==> config.mk <==
export PLATFORM = sky130hd
export DESIGN_NAME = rbe_scale_pipe
export DESIGN_NICKNAME = d
export VERILOG_FILES = /design/src/rtl/rbe_package.sv /design/src/rtl/rbe_scale_pipe_ch.sv /design/src/rtl/rbe_scale_pipe.sv
export SDC_FILE = /design/constraint.sdc
export NUM_CORES = 1
export LEC_CHECK = 0
export CAP_MARGIN = 20
export CORE_ASPECT_RATIO = 1.25
export CORE_MARGIN = 2
export CORE_UTILIZATION = 55
export DETAILED_ROUTE_END_ITERATION = 12
export GPL_TIMING_DRIVEN = 1
export PLACE_DENSITY = 0.78
export SETUP_SLACK_MARGIN = 0.4
export SYNTH_ARGS = -nofsm -noshare
export SYNTH_HDL_FRONTEND = slang
export SYNTH_HIERARCHICAL = 1
export SYNTH_SLANG_ARGS = --single-unit
==> constraint.sdc <==
create_clock -name clk_i -period 6.5 [get_ports clk_i]
set_clock_uncertainty 0.15 [all_clocks]
set_input_delay 1.3 -clock clk_i [delete_from_list [all_inputs] [get_ports clk_i]]
set_output_delay 1.3 -clock clk_i [all_outputs]
set_load 0.1 [all_outputs]
==> src/rtl/rbe_package.sv <==
// Shared types and constants for the RBE scaling datapath.
package rbe_package;

    localparam int RBE_SCALE_SATCNT_W = 16;
    localparam int RBE_SCALE_N_SHIFTS = 8;
    localparam int RBE_SCALE_SEL_W    = $clog2(RBE_SCALE_N_SHIFTS);

    typedef struct packed {
        logic [RBE_SCALE_SEL_W-1:0] shift_sel;
        logic                       right_shift;
        logic                       signed_mode;
        logic                       round_en;
        logic                       saturate;
        logic                       clear;
    } ctrl_scale_pipe_t;

    typedef struct packed {
        logic                          busy;
        logic [RBE_SCALE_SATCNT_W-1:0] sat_count;
        logic [RBE_SCALE_SEL_W-1:0]    shift_sel;
    } flags_scale_pipe_t;

endpackage

==> src/rtl/rbe_scale_pipe_ch.sv <==
// Single-channel combinational scaler: an extend/round/shift path feeding stage 1
// and an independent clamp/truncate path fed from the stage-1 register.
module rbe_scale_pipe_ch
    import rbe_package::*;
#(
    parameter int  INP_ACC  = 8,
    parameter int  OUT_ACC  = 16,
    parameter int  N_SHIFTS = RBE_SCALE_N_SHIFTS,
    localparam int W        = INP_ACC + N_SHIFTS + 1
) (
    input  logic [INP_ACC-1:0]         x,
    input  logic [RBE_SCALE_SEL_W-1:0] sel,
    input  logic                       right_shift,
    input  logic                       signed_mode,
    input  logic                       round_en,
    output logic [W-1:0]               shifted,
    input  logic [W-1:0]               acc,
    input  logic                       acc_signed,
    input  logic                       saturate,
    output logic [OUT_ACC-1:0]         y,
    output logic                       sat
);

    logic [RBE_SCALE_SEL_W-1:0] s;
    logic [W-1:0]               x_ext;
    logic [W-1:0]               rnd;
    logic [W-1:0]               biased;

    always_comb begin
        s = (int'(sel) < N_SHIFTS) ? sel : '0;
        if (signed_mode) begin
            x_ext = W'($signed(x));
        end else begin
            x_ext = W'(x);
        end
        // (1<<s)>>1 is half an LSB of the result, and zero when s==0
        rnd    = round_en ? ((W'(1) << s) >> 1) : '0;
        biased = x_ext + rnd;
        if (!right_shift) begin
            shifted = x_ext << s;
        end else if (signed_mode) begin
            shifted = W'($signed(biased) >>> s);
        end else begin
            shifted = biased >> s;
        end
    end

    generate
        if (OUT_ACC >= W) begin : g_extend
            logic unused_sat;
            assign unused_sat = saturate;
            assign y   = acc_signed ? OUT_ACC'($signed(acc)) : OUT_ACC'(acc);
            assign sat = 1'b0;
        end else begin : g_clamp
            logic fits_s;
            logic fits_u;
            // Signed fits when all discarded bits equal the new sign bit
            assign fits_s = (&acc[W-1:OUT_ACC-1]) | ~(|acc[W-1:OUT_ACC-1]);
            assign fits_u = ~(|acc[W-1:OUT_ACC]);

            always_comb begin
                y   = acc[OUT_ACC-1:0];
                sat = 1'b0;
                if (saturate) begin
                    if (acc_signed && !fits_s) begin
                        sat = 1'b1;
                        y   = acc[W-1] ? {1'b1, {(OUT_ACC-1){1'b0}}}
                                       : {1'b0, {(OUT_ACC-1){1'b1}}};
                    end else if (!acc_signed && !fits_u) begin
                        sat = 1'b1;
                        y   = '1;
                    end
                end
            end
        end
    endgenerate

endmodule

==> src/rtl/rbe_scale_pipe.sv <==
// Two-stage, N_CH-wide shift/round/saturate pipeline with valid/ready
// backpressure and a sticky per-beat saturation counter.
module rbe_scale_pipe
    import rbe_package::*;
#(
    parameter int  INP_ACC  = 8,
    parameter int  OUT_ACC  = 16,
    parameter int  N_SHIFTS = RBE_SCALE_N_SHIFTS,
    parameter int  N_CH     = 4,
    localparam int W        = INP_ACC + N_SHIFTS + 1,
    localparam int DW_IN    = N_CH * INP_ACC,
    localparam int DW_OUT   = N_CH * OUT_ACC,
    localparam int STRB_IN  = (DW_IN + 7) / 8,
    localparam int STRB_OUT = (DW_OUT + 7) / 8
) (
    input  logic                clk_i,
    input  logic                rst_i,
    input  logic                test_mode_i,
    input  logic                data_i_valid,
    output logic                data_i_ready,
    input  logic [DW_IN-1:0]    data_i_data,
    input  logic [STRB_IN-1:0]  data_i_strb,
    output logic                data_o_valid,
    input  logic                data_o_ready,
    output logic [DW_OUT-1:0]   data_o_data,
    output logic [STRB_OUT-1:0] data_o_strb,
    input  ctrl_scale_pipe_t    ctrl_i,
    output flags_scale_pipe_t   flags_o
);

    logic                          s1_valid_reg;
    logic [N_CH-1:0][W-1:0]        s1_acc_reg;
    logic                          s1_signed_reg;
    logic                          s1_saturate_reg;
    logic [RBE_SCALE_SEL_W-1:0]    s1_sel_reg;

    logic                          s2_valid_reg;
    logic [DW_OUT-1:0]             s2_data_reg;
    logic                          s2_sat_reg;
    logic [RBE_SCALE_SEL_W-1:0]    s2_sel_reg;

    logic [RBE_SCALE_SATCNT_W-1:0] sat_count_reg;

    logic [N_CH-1:0][W-1:0]        ch_shifted;
    logic [DW_OUT-1:0]             ch_y;
    logic [N_CH-1:0]               ch_sat;

    logic s2_load;
    logic out_fire;
    logic unused_ok;

    assign unused_ok    = ^{test_mode_i, data_i_strb};
    assign s2_load      = !s2_valid_reg || data_o_ready;
    // s1 frees up exactly when it is empty or can move into s2 this edge
    assign data_i_ready = !s1_valid_reg || s2_load;
    assign out_fire     = s2_valid_reg && data_o_ready;

    generate
        for (genvar gi = 0; gi < N_CH; gi++) begin : g_ch
            rbe_scale_pipe_ch #(
                .INP_ACC  (INP_ACC),
                .OUT_ACC  (OUT_ACC),
                .N_SHIFTS (N_SHIFTS)
            ) u_ch (
                .x           (data_i_data[gi*INP_ACC +: INP_ACC]),
                .sel         (ctrl_i.shift_sel),
                .right_shift (ctrl_i.right_shift),
                .signed_mode (ctrl_i.signed_mode),
                .round_en    (ctrl_i.round_en),
                .shifted     (ch_shifted[gi]),
                .acc         (s1_acc_reg[gi]),
                .acc_signed  (s1_signed_reg),
                .saturate    (s1_saturate_reg),
                .y           (ch_y[gi*OUT_ACC +: OUT_ACC]),
                .sat         (ch_sat[gi])
            );
        end
    endgenerate

    always_ff @(posedge clk_i or posedge rst_i) begin
        if (rst_i) begin
            s1_valid_reg    <= 1'b0;
            s1_acc_reg      <= '0;
            s1_signed_reg   <= 1'b0;
            s1_saturate_reg <= 1'b0;
            s1_sel_reg      <= '0;
        end else if (data_i_ready) begin
            s1_valid_reg <= data_i_valid;
            if (data_i_valid) begin
                s1_acc_reg      <= ch_shifted;
                s1_signed_reg   <= ctrl_i.signed_mode;
                s1_saturate_reg <= ctrl_i.saturate;
                s1_sel_reg      <= ctrl_i.shift_sel;
            end
        end
    end

    always_ff @(posedge clk_i or posedge rst_i) begin
        if (rst_i) begin
            s2_valid_reg <= 1'b0;
            s2_data_reg  <= '0;
            s2_sat_reg   <= 1'b0;
            s2_sel_reg   <= '0;
        end else if (s2_load) begin
            s2_valid_reg <= s1_valid_reg;
            if (s1_valid_reg) begin
                s2_data_reg <= ch_y;
                s2_sat_reg  <= |ch_sat;
                s2_sel_reg  <= s1_sel_reg;
            end
        end
    end

    // Counted once per beat on the output handshake; clear wins over increment
    always_ff @(posedge clk_i or posedge rst_i) begin
        if (rst_i) begin
            sat_count_reg <= '0;
        end else if (ctrl_i.clear) begin
            sat_count_reg <= '0;
        end else if (out_fire && s2_sat_reg && (sat_count_reg != '1)) begin
            sat_count_reg <= sat_count_reg + 1'b1;
        end
    end

    assign data_o_valid = s2_valid_reg;
    assign data_o_data  = s2_data_reg;
    assign data_o_strb  = {STRB_OUT{s2_valid_reg}};

    assign flags_o = '{busy:      s1_valid_reg | s2_valid_reg,
                       sat_count: sat_count_reg,
                       shift_sel: s2_sel_reg};

endmodule

==> impl_metrics.ini, run 1 <==
[setup_path]
crit_chain = buf_4 > inv_1 > nand2_1 > nor2_1 > ha_1 > inv_1 > fa_1 > nand2b_1 > a211oi_4 > o21ai_0 > nand2_1 > nand2_1 > ha_1 > o211ai_1 > o32ai_1 > o31ai_1 > mux2_2
path_max_fanout = 58
r2r_start = data_o_valid
start_kind = input port
critPathLaunch = ctrl_i[6]
slowest_delay_ns = 0.43
critPathArrivalTime_ns = 5.41
end_kind = flop
path_common_cell = nand2_1
required_ns = 6.72
critPathKind = in2reg
slowest_stage = inv_1

[worst_hold_path]
holdCritStartpoint = data_o_data[24]
min_path_type = reg2reg

[power]
power_density_mw_per_mm2 = 337
ir_worst_vdd_mv = 0.310
leakage_uw = 0.00625

[finish]
ff_latch_area_mm2 = 0.00398
largest_reg_flops = 68
final_common_cell = mux2_2
final.fill_count = 1992
layout_common_cells = mux2_2 (163), dfrtp_1 (159), nand2_1 (147), nor2_1 (145), clkdlybuf4s50_1 (133)
multi_input_area_mm2 = 0.00840
areaGrowthSynthToFinish_pct = 15.2
drive_gt1_frac = 0.180
fin_area_mm2 = 0.0150
layout.nets = 1625
antennaDiodeCount = 0

[floorplan]
dieWidth_um = 142
num_rows = 63
die-area_mm2 = 0.0250
core_area_mm2 = 0.0235
start_util = 0.555
die_h_um = 176
io_pins = 143

[sta]
drv_slew = 0
layout_min_cycle_time_ns = 5.20
period_share = 0.800
tns_ns = 0
finalSetupViolCount = 0
relSlewSlack = 0.281
hold_viol = 0
max_freq_mhz = 192
rsz0062_at_grt = false
worstMarginPinSlew_ns = 1.08

[detailed_routing]
drc = 0
drt_iter0_drc = 1270
num_vias = 11900
dr.pass1.iters = 6
viasPerCell = 6.47
wl_mm = 36.2
wl_per_cell_um = 19.6
postRouteAntennaNets = 0

[clocking]
clockRootBuffer = clkbuf_16
ctsResizeCount = 0
clk_pin_slew_worst_paths_ns = 0.06
holdBufCountCts = 0
tritoncts = yes
htreeDepth = 4
insertion_delay_ns = 0.43
numCtsBuffers = 17
postCtsSetupBuffers = 0
cts.path.max_buffers = 2
cts_sinks = 159

[synthesis]
synth_area_mm2 = 0.0130
synth_seq_cells = 159
yosys.area_share.adder = 0.0378
ys.flop_type = dfrtp_1
synthMuxAreaShare = 0.181
avgSynthCellArea_um2 = 8.80
yosys.area_share.simple = 0.175
synthesis.nets = 1567
synth_compound_area_frac = 0.234
netlist.area_leader.share = 0.305
synth_top_cell_by_area = dfrtp_1
synth_area_leaders = dfrtp_1 (31%), mux2_2 (14%), nand2_1 (4.3%), nor2_1 (4.2%), o21a_1 (3.9%)
synthArstFlopShare = 1.00
yosysWarningCount = 6
seq_area_frac_synth = 0.305
syn-instance-count = 1481
synth_top_family_by_area = compound AO/OA/AOI/OAI gates
synth_edf_count = 0
synth-xor-area-share = 0.0161
ys_types = 84

[job]
maxCapViolations = 0

[place]
place_congestion = 0.940
dp_hpwl_mm = 25.8
place_area_mm2 = 0.0144
io_buffer_count = 137

[global_routing]
grt_overflow = 0
grt_pass1_wl_mm = 58.5
grtUsageTotal = 0.291
grt_pass1_vias = 11200
antenna_found_initial = 0
grt_max_degree = 82

[run_status]
outcome = finished, final reports clean
## final cells by class
cell class              instances  area share
repair buffers                154      0.0992
flip-flops and latches        159       0.265
inverters                      44      0.0113
well taps                     292      0.0243
clock buffers                  18      0.0293
clock inverters                14      0.0111
multi-input cells            1163       0.560
## cell families after synthesis
family          after synthesis
flops                       159
simple gates                472
xor+xnor                     24
mux                         210
buf+inv                     159
fa+ha+maj                    37
compound gates              420
## path summary, 6_finish.rpt
path	end	slack [ns]	cells after the start
max	s1_acc_reg[25]	1.30	17
min	data_o_data[24]	0.35	1
max reg2reg	s1_acc_reg[37]	4.11	3
min reg2reg	data_o_data[24]	0.35	1
max in group asynchronous	s1_acc_reg[23]	3.92	3
min in group asynchronous	sat_count_reg[11]	1.22	2
## critical path: cells and delay by family
kind                     cells  cell delay [ns]
adder cells (fa/ha/maj)      3             0.95
buffers and inverters        3             0.82
AO/OA/AOI/OAI                5             1.33
multiplexers                 1             0.24
AND/OR/NAND/NOR              5             0.74
## metal layers
| layer | track usage | vias up | part of all wire |
|---|---|---|---|
| met5 | 0 | - | 0 |
| met4 | 0.118 | 0 | 0.038 |
| met3 | 0.0344 | 107 | 0.060 |
| met2 | 0.493 | 512 | 0.49 |
| met1 | 0.379 | 5751 | 0.42 |
| li1 | - | 5552 | - |
## per-stage QoR
stage	std cells	hold WS [ns]	total power, µW	setup WS (ns)	util
detailed placement	1812	0.341	4040	0.949	0.613
finish	1844	0.355	5060	1.30	0.639
CTS	1844	0.356	5080	1.40	0.639
global route	1844	0.367	5260	1.08	0.639
floorplan	1481	0.315	3410	0.758	-
global placement	1812	0.335	4000	0.983	0.613
## cell usage after synthesis (11+ instances only)
| cell | n |
|---|---|
| nand2_1 | 149 |
| a21oi_1 | 95 |
| or3_1 | 14 |
| or2_2 | 11 |
| nor2b_1 | 15 |
| a211oi_1 | 29 |
| nand3_1 | 18 |
| buf_1 | 15 |
| mux2_2 | 163 |
| o21ai_0 | 59 |
| o31ai_1 | 12 |
| buf_2 | 27 |
| clkbuf_1 | 63 |
| dfrtp_1 | 159 |
| o21a_1 | 68 |
| mux2i_1 | 43 |
| ha_1 | 33 |
| inv_1 | 40 |
| nor2_1 | 145 |
| nand4_1 | 12 |
| nor3_1 | 21 |
| a31oi_1 | 11 |
| a22oi_1 | 12 |
| nand2b_1 | 33 |
| xnor2_1 | 16 |
## power by group
group	switching (µW)	leakage (µW)	internal [µW]
sequential	162	0.00195	1250
clock	450	0.000296	590
combinational	1860	0.00400	756
No activity file was read; power rests on OpenSTA's default activity.
==> run 2: changes to the inputs <==
- clock period: 6.5 -> 4.85 ns (I/O delays scaled with it)
==> run 2 against run 1 <==
Worst setup slack got worse by 0.74 ns. Register-to-register slack worse by 1.6 ns. Sequential share of layout area down 0.76 points. Combinational power up 35%. Final cell count is 2.5% higher. Largest cell class unchanged.
==> impl_metrics.ini, run 2 (synthesized netlist as in run 1, its figures left out) <==
[floorplan]
io_pins = 143
start_util = 0.555
dieWidth_um = 142
die_h_um = 176
core_area_mm2 = 0.0235
num_rows = 63
die-area_mm2 = 0.0250

[place]
dp_hpwl_mm = 26.7
place_area_mm2 = 0.0148
placedCellCount = 1859
io_buffer_count = 137
place_congestion = 0.960

[sta]
max_freq_mhz = 233
worstMarginPinSlew_ns = 1.08
rsz0062_at_grt = false
finalSetupViolCount = 0
hold_viol = 0
period_share = 0.883
layout_min_cycle_time_ns = 4.28
relSlewSlack = 0.280
drv_slew = 0
tns_ns = 0

[setup_path]
required_ns = 5.08
path_max_fanout = 5
critPathKind = in2reg
critPathArrivalTime_ns = 4.52
start_kind = input port
end_kind = flop

[global_routing]
grt_max_degree = 80
grt_overflow = 0
grt_pass1_wl_mm = 58.9
antenna_found_initial = 0
grt_pass1_vias = 11400
grtUsageTotal = 0.294

[power]
p_int_uw = 3410
power_frac_clock = 0.201
switching_power_uw = 3390
p_comb_frac = 0.522
leakage_uw = 0.00652
sw_frac_of_total = 0.499
ir_worst_vdd_mv = 0.466
power_density_mw_per_mm2 = 440
seqPwrFrac = 0.277

[finish]
multi_input_area_mm2 = 0.00847
fin_area_mm2 = 0.0155
layout_common_cells = mux2_2 (163), dfrtp_1 (159), nand2_1 (147), nor2_1 (145), clkdlybuf4s50_1 (132)
final_common_cell = mux2_2
drive_gt1_frac = 0.211
antennaDiodeCount = 0
ff_latch_area_mm2 = 0.00398
areaGrowthSynthToFinish_pct = 18.6
final.fill_count = 1972
largest_reg_flops = 68
final_cells = 1891
layout.nets = 1672

[clocking]
postCtsSetupBuffers = 0
insertion_delay_ns = 0.44
cts_sinks = 159
tritoncts = yes
ctsResizeCount = 0
clk_pin_slew_worst_paths_ns = 0.07
numCtsBuffers = 17
htreeDepth = 4
cts.path.max_buffers = 2
clockRootBuffer = clkbuf_16
holdBufCountCts = 0

[detailed_routing]
drt_iter0_drc = 875
drc = 0
wl_per_cell_um = 19.4
viasPerCell = 6.34
postRouteAntennaNets = 0
num_vias = 12000
dr.pass1.iters = 6
wl_mm = 36.7

[job]
maxCapViolations = 0

[run_status]
outcome = finished, final reports clean

[worst_hold_path]
min_path_type = reg2reg
==> run 2: cell count changes in the layout (fill, tap and decap cells not counted), sizes merged <==
cell and change:
clkinv +6, clkbuf -1, inv -3, clkdlybuf4s50 -1, bufinv -2, buf +48
==> run 2: through the flow <==
step                utilization  hold WS, ns  setup WS (ns)  total power, µW
floorplan                     -        0.315          0.416             4570
global placement          0.630        0.333         0.0723             5390
detailed placement        0.630        0.342         0.0708             5440
CTS                       0.656        0.359          0.507             6830
global route              0.658        0.365          0.383             7070
finish                    0.658        0.355          0.566             6810
==> run 2: power groups by stage <==
stage | clock network [µW] | logic, µW | registers (µW)
after floorplan | 0 | 1080 | 3490
after CTS | 1400 | 3550 | 1880
after global routing | 1450 | 3690 | 1930
after detailed placement | 0 | 3540 | 1910
final | 1370 | 3550 | 1890
after global placement | 0 | 3500 | 1890
==> run 2: layer usage <==
| metal | wire length (µm) | track usage |
|---|---|---|
| met5 | 0 | 0 |
| met3 | 1810 | 0.0342 |
| met1 | 15500 | 0.381 |
| met4 | 1440 | 0.124 |
| met2 | 18000 | 0.498 |
==> run 2: worst max-delay path, stage by stage <==
cell and delay, ns:
clkdlybuf4s50_1 0.50, buf_4 0.19, nand2b_1 0.10, nor2_1 0.12
ha_1 0.17, inv_1 0.06, fa_1 0.41, nand2b_4 0.18
a211oi_4 0.21, o21ai_0 0.14, nand2_1 0.10, nand2_1 0.05
ha_1 0.34, mux4_2 0.54, o22ai_2 0.23, mux2_2 0.18
==> run 2: path summary, 6_finish.rpt <==
check                               startpoint         endpoint  slack [ns]  depth (start not counted)
worst max-delay path                 ctrl_i[2]    s1_acc_reg[1]        0.57                         16
worst min register to register  data_o_data[1]   data_o_data[1]        0.36                          1
max in group asynchronous                rst_i  data_o_data[46]        2.67                          3
min in group asynchronous                rst_i  data_o_data[41]        0.86                          2
worst min-delay path            data_o_data[1]   data_o_data[1]        0.36                          1
worst max register to register    data_o_valid   s1_acc_reg[47]        2.49                          3
==> run 2: area by class of cell <==
type                       instances  share of cell area
tap                              292              0.0236
multi-input combinational       1163               0.548
clock inverter                    15              0.0124
sequential                       159               0.257
timing repair buffer             201               0.120
inverter                          44              0.0109
clock buffer                      17              0.0275
==> run 3: changes to the inputs <==
- MAX_ROUTING_LAYER: default -> met4
==> run 3 against run 2 <==
Worst setup slack better by 0.047 ns. Critical path type unchanged. Final cell count up 0.63%. Die area unchanged. First-iteration DRC count up 7.8%. Critical path depth up 2. Routed wire length up 2.5%. Highest routed layer unchanged.
==> impl_metrics.ini, run 3 (synthesized netlist as in run 1, its figures left out) <==
[run_status]
outcome = finished, final reports clean

[detailed_routing]
wl_mm = 37.6
wl_per_cell_um = 19.8
num_vias = 12000
postRouteAntennaNets = 0
drc = 0
viasPerCell = 6.29
drt_iter0_drc = 943
dr.pass1.iters = 7

[floorplan]
die_h_um = 176
core_area_mm2 = 0.0235
die-area_mm2 = 0.0250
num_rows = 63
start_util = 0.555
dieWidth_um = 142
io_pins = 143

[worst_hold_path]
holdCritStartpoint = data_o_data[41]
holdPathStages = 1
hold_path_end = data_o_data[41]
min_path_type = reg2reg

[job]
maxCapViolations = 0

[sta]
layout_min_cycle_time_ns = 4.24
tns_ns = 0
hold_viol = 0
worst_slack_ns = 0.613
drv_slew = 0
rsz0062_at_grt = false
relSlewSlack = 0.268
finalSetupViolCount = 0
max_freq_mhz = 236
worstMarginPinSlew_ns = 1.09
period_share = 0.874

[finish]
multi_input_area_mm2 = 0.00842
fin_area_mm2 = 0.0155
areaGrowthSynthToFinish_pct = 18.6
final_common_cell = mux2_2
final.fill_count = 1986
drive_gt1_frac = 0.213
utilization = 0.658
ff_latch_area_mm2 = 0.00398
layout_common_cells = mux2_2 (163), dfrtp_1 (159), nand2_1 (147), nor2_1 (145), clkdlybuf4s50_1 (131)
final_cells = 1903
antennaDiodeCount = 0
layout.nets = 1684
largest_reg_flops = 68

[place]
placedCellCount = 1871
place_congestion = 0.984
place_area_mm2 = 0.0149
io_buffer_count = 137
dp_hpwl_mm = 27.5
dp_slack_ns = -0.0855

[setup_path]
slowest_stage = fa_1
slowest_delay_ns = 0.39
rrSetupSlack_ns = 2.49
end_kind = flop
path_max_fanout = 5
critPathArrivalTime_ns = 4.40
start_kind = input port
required_ns = 5.01
rr_endpoint = s1_acc_reg[24]
reg2regPathDepth = 3
crit_chain = dlygate4sd2_1 > buf_4 > nand2b_1 > nor2_1 > ha_1 > inv_1 > fa_1 > nand2b_1 > a211oi_4 > o21ai_1 > nand2_1 > nand2_1 > ha_1 > a21oi_1 > a211o_1 > o21ai_0 > o32ai_1 > mux2_2
critPathKind = in2reg
r2r_start = data_o_valid

[power]
p_comb_frac = 0.526
leakage_uw = 0.00654
p_int_uw = 3410
seqPwrFrac = 0.278
switching_power_uw = 3380
ir_worst_vdd_mv = 0.419
power_frac_clock = 0.196
sw_frac_of_total = 0.498
power_density_mw_per_mm2 = 439

[clocking]
cts_sinks = 159
clockRootBuffer = clkbuf_16
cts.path.max_buffers = 2
tritoncts = yes
numCtsBuffers = 17
insertion_delay_ns = 0.44
clk_pin_slew_worst_paths_ns = 0.07
htreeDepth = 4
postCtsSetupBuffers = 0
holdBufCountCts = 0

[global_routing]
grt_max_degree = 97
grt_pass1_vias = 11700
antenna_found_initial = 0
grt_pass1_wl_mm = 61.2
grtUsageTotal = 0.312
grt_overflow = 0
-- run 3: changes by cell type in the layout (fill, tap and decap cells not counted), sizes merged --
cell           previous run  this run
buf                      69        81
clkinv                   10         5
inv                      48        51
clkinvlp                  1         3
clkdlybuf4s50           132       131
dlygate4sd2               0         1
-- run 3: metal layers --
metal / up-vias / track usage / part of all wire / wire length [µm]
li1: 5652 / - / - / -
met1: 5852 / 0.389 / 0.43 / 16000
met2: 379 / 0.526 / 0.50 / 18700
met3: 82 / 0.0290 / 0.038 / 1430
met4: 0 / 0.124 / 0.038 / 1420
met5: - / - / 0 / 0
-- run 3: how the worst max path moves through the flow --
stage | slack [ns] | end | start
finish | 0.61 | s1_acc_reg[19] | ctrl_i[2]
global route | 0.42 | s1_acc_reg[22] | ctrl_i[2]
CTS | 0.61 | s1_acc_reg[22] | ctrl_i[2]
detailed placement | -0.09 | s1_acc_reg[19] | ctrl_i[2]
global placement | -0.03 | s1_acc_reg[22] | ctrl_i[2]
floorplan | 0.42 | s1_acc_reg[35] | ctrl_i[5]
-- run 3: area by class of cell --
type / count / area share
multi-input cells: 1163 / 0.545
flip-flops and latches: 159 / 0.257
repair buffers: 213 / 0.125
clock buffers: 17 / 0.0275
well taps: 292 / 0.0236
inverters: 44 / 0.0109
clock inverters: 15 / 0.0104
-- run 3: timing repair --
item,4_1_cts,5_1_grt
endpoints found under the setup margin,2,3
cloned,0,0
resized for setup,1,1
-- run 3: critical path: cells and delay by family --
family | cells | cell delay, ns
buffers and inverters | 3 | 0.57
and+or+nand+nor | 5 | 0.61
muxes | 1 | 0.29
AOI/OAI and AO/OA | 6 | 1.03
adders and majority gates | 3 | 0.93
-- run 3: power by group through the flow --
stage | Combinational (µW) | Clock (µW) | Sequential [µW]
2_1_floorplan | 1080 | 0 | 3490
3_3_place_gp | 3520 | 0 | 1880
3_5_place_dp | 3560 | 0 | 1900
4_1_cts | 3570 | 1350 | 1880
5_1_grt | 3710 | 1410 | 1920
6_report | 3570 | 1330 | 1880
-- run 3: per-stage QoR --
stage	hold slack (ns)	total power (µW)
2_1_floorplan	0.315	4570
3_3_place_gp	0.336	5400
3_5_place_dp	0.342	5460
4_1_cts	0.358	6800
5_1_grt	0.372	7040
6_report	0.355	6790
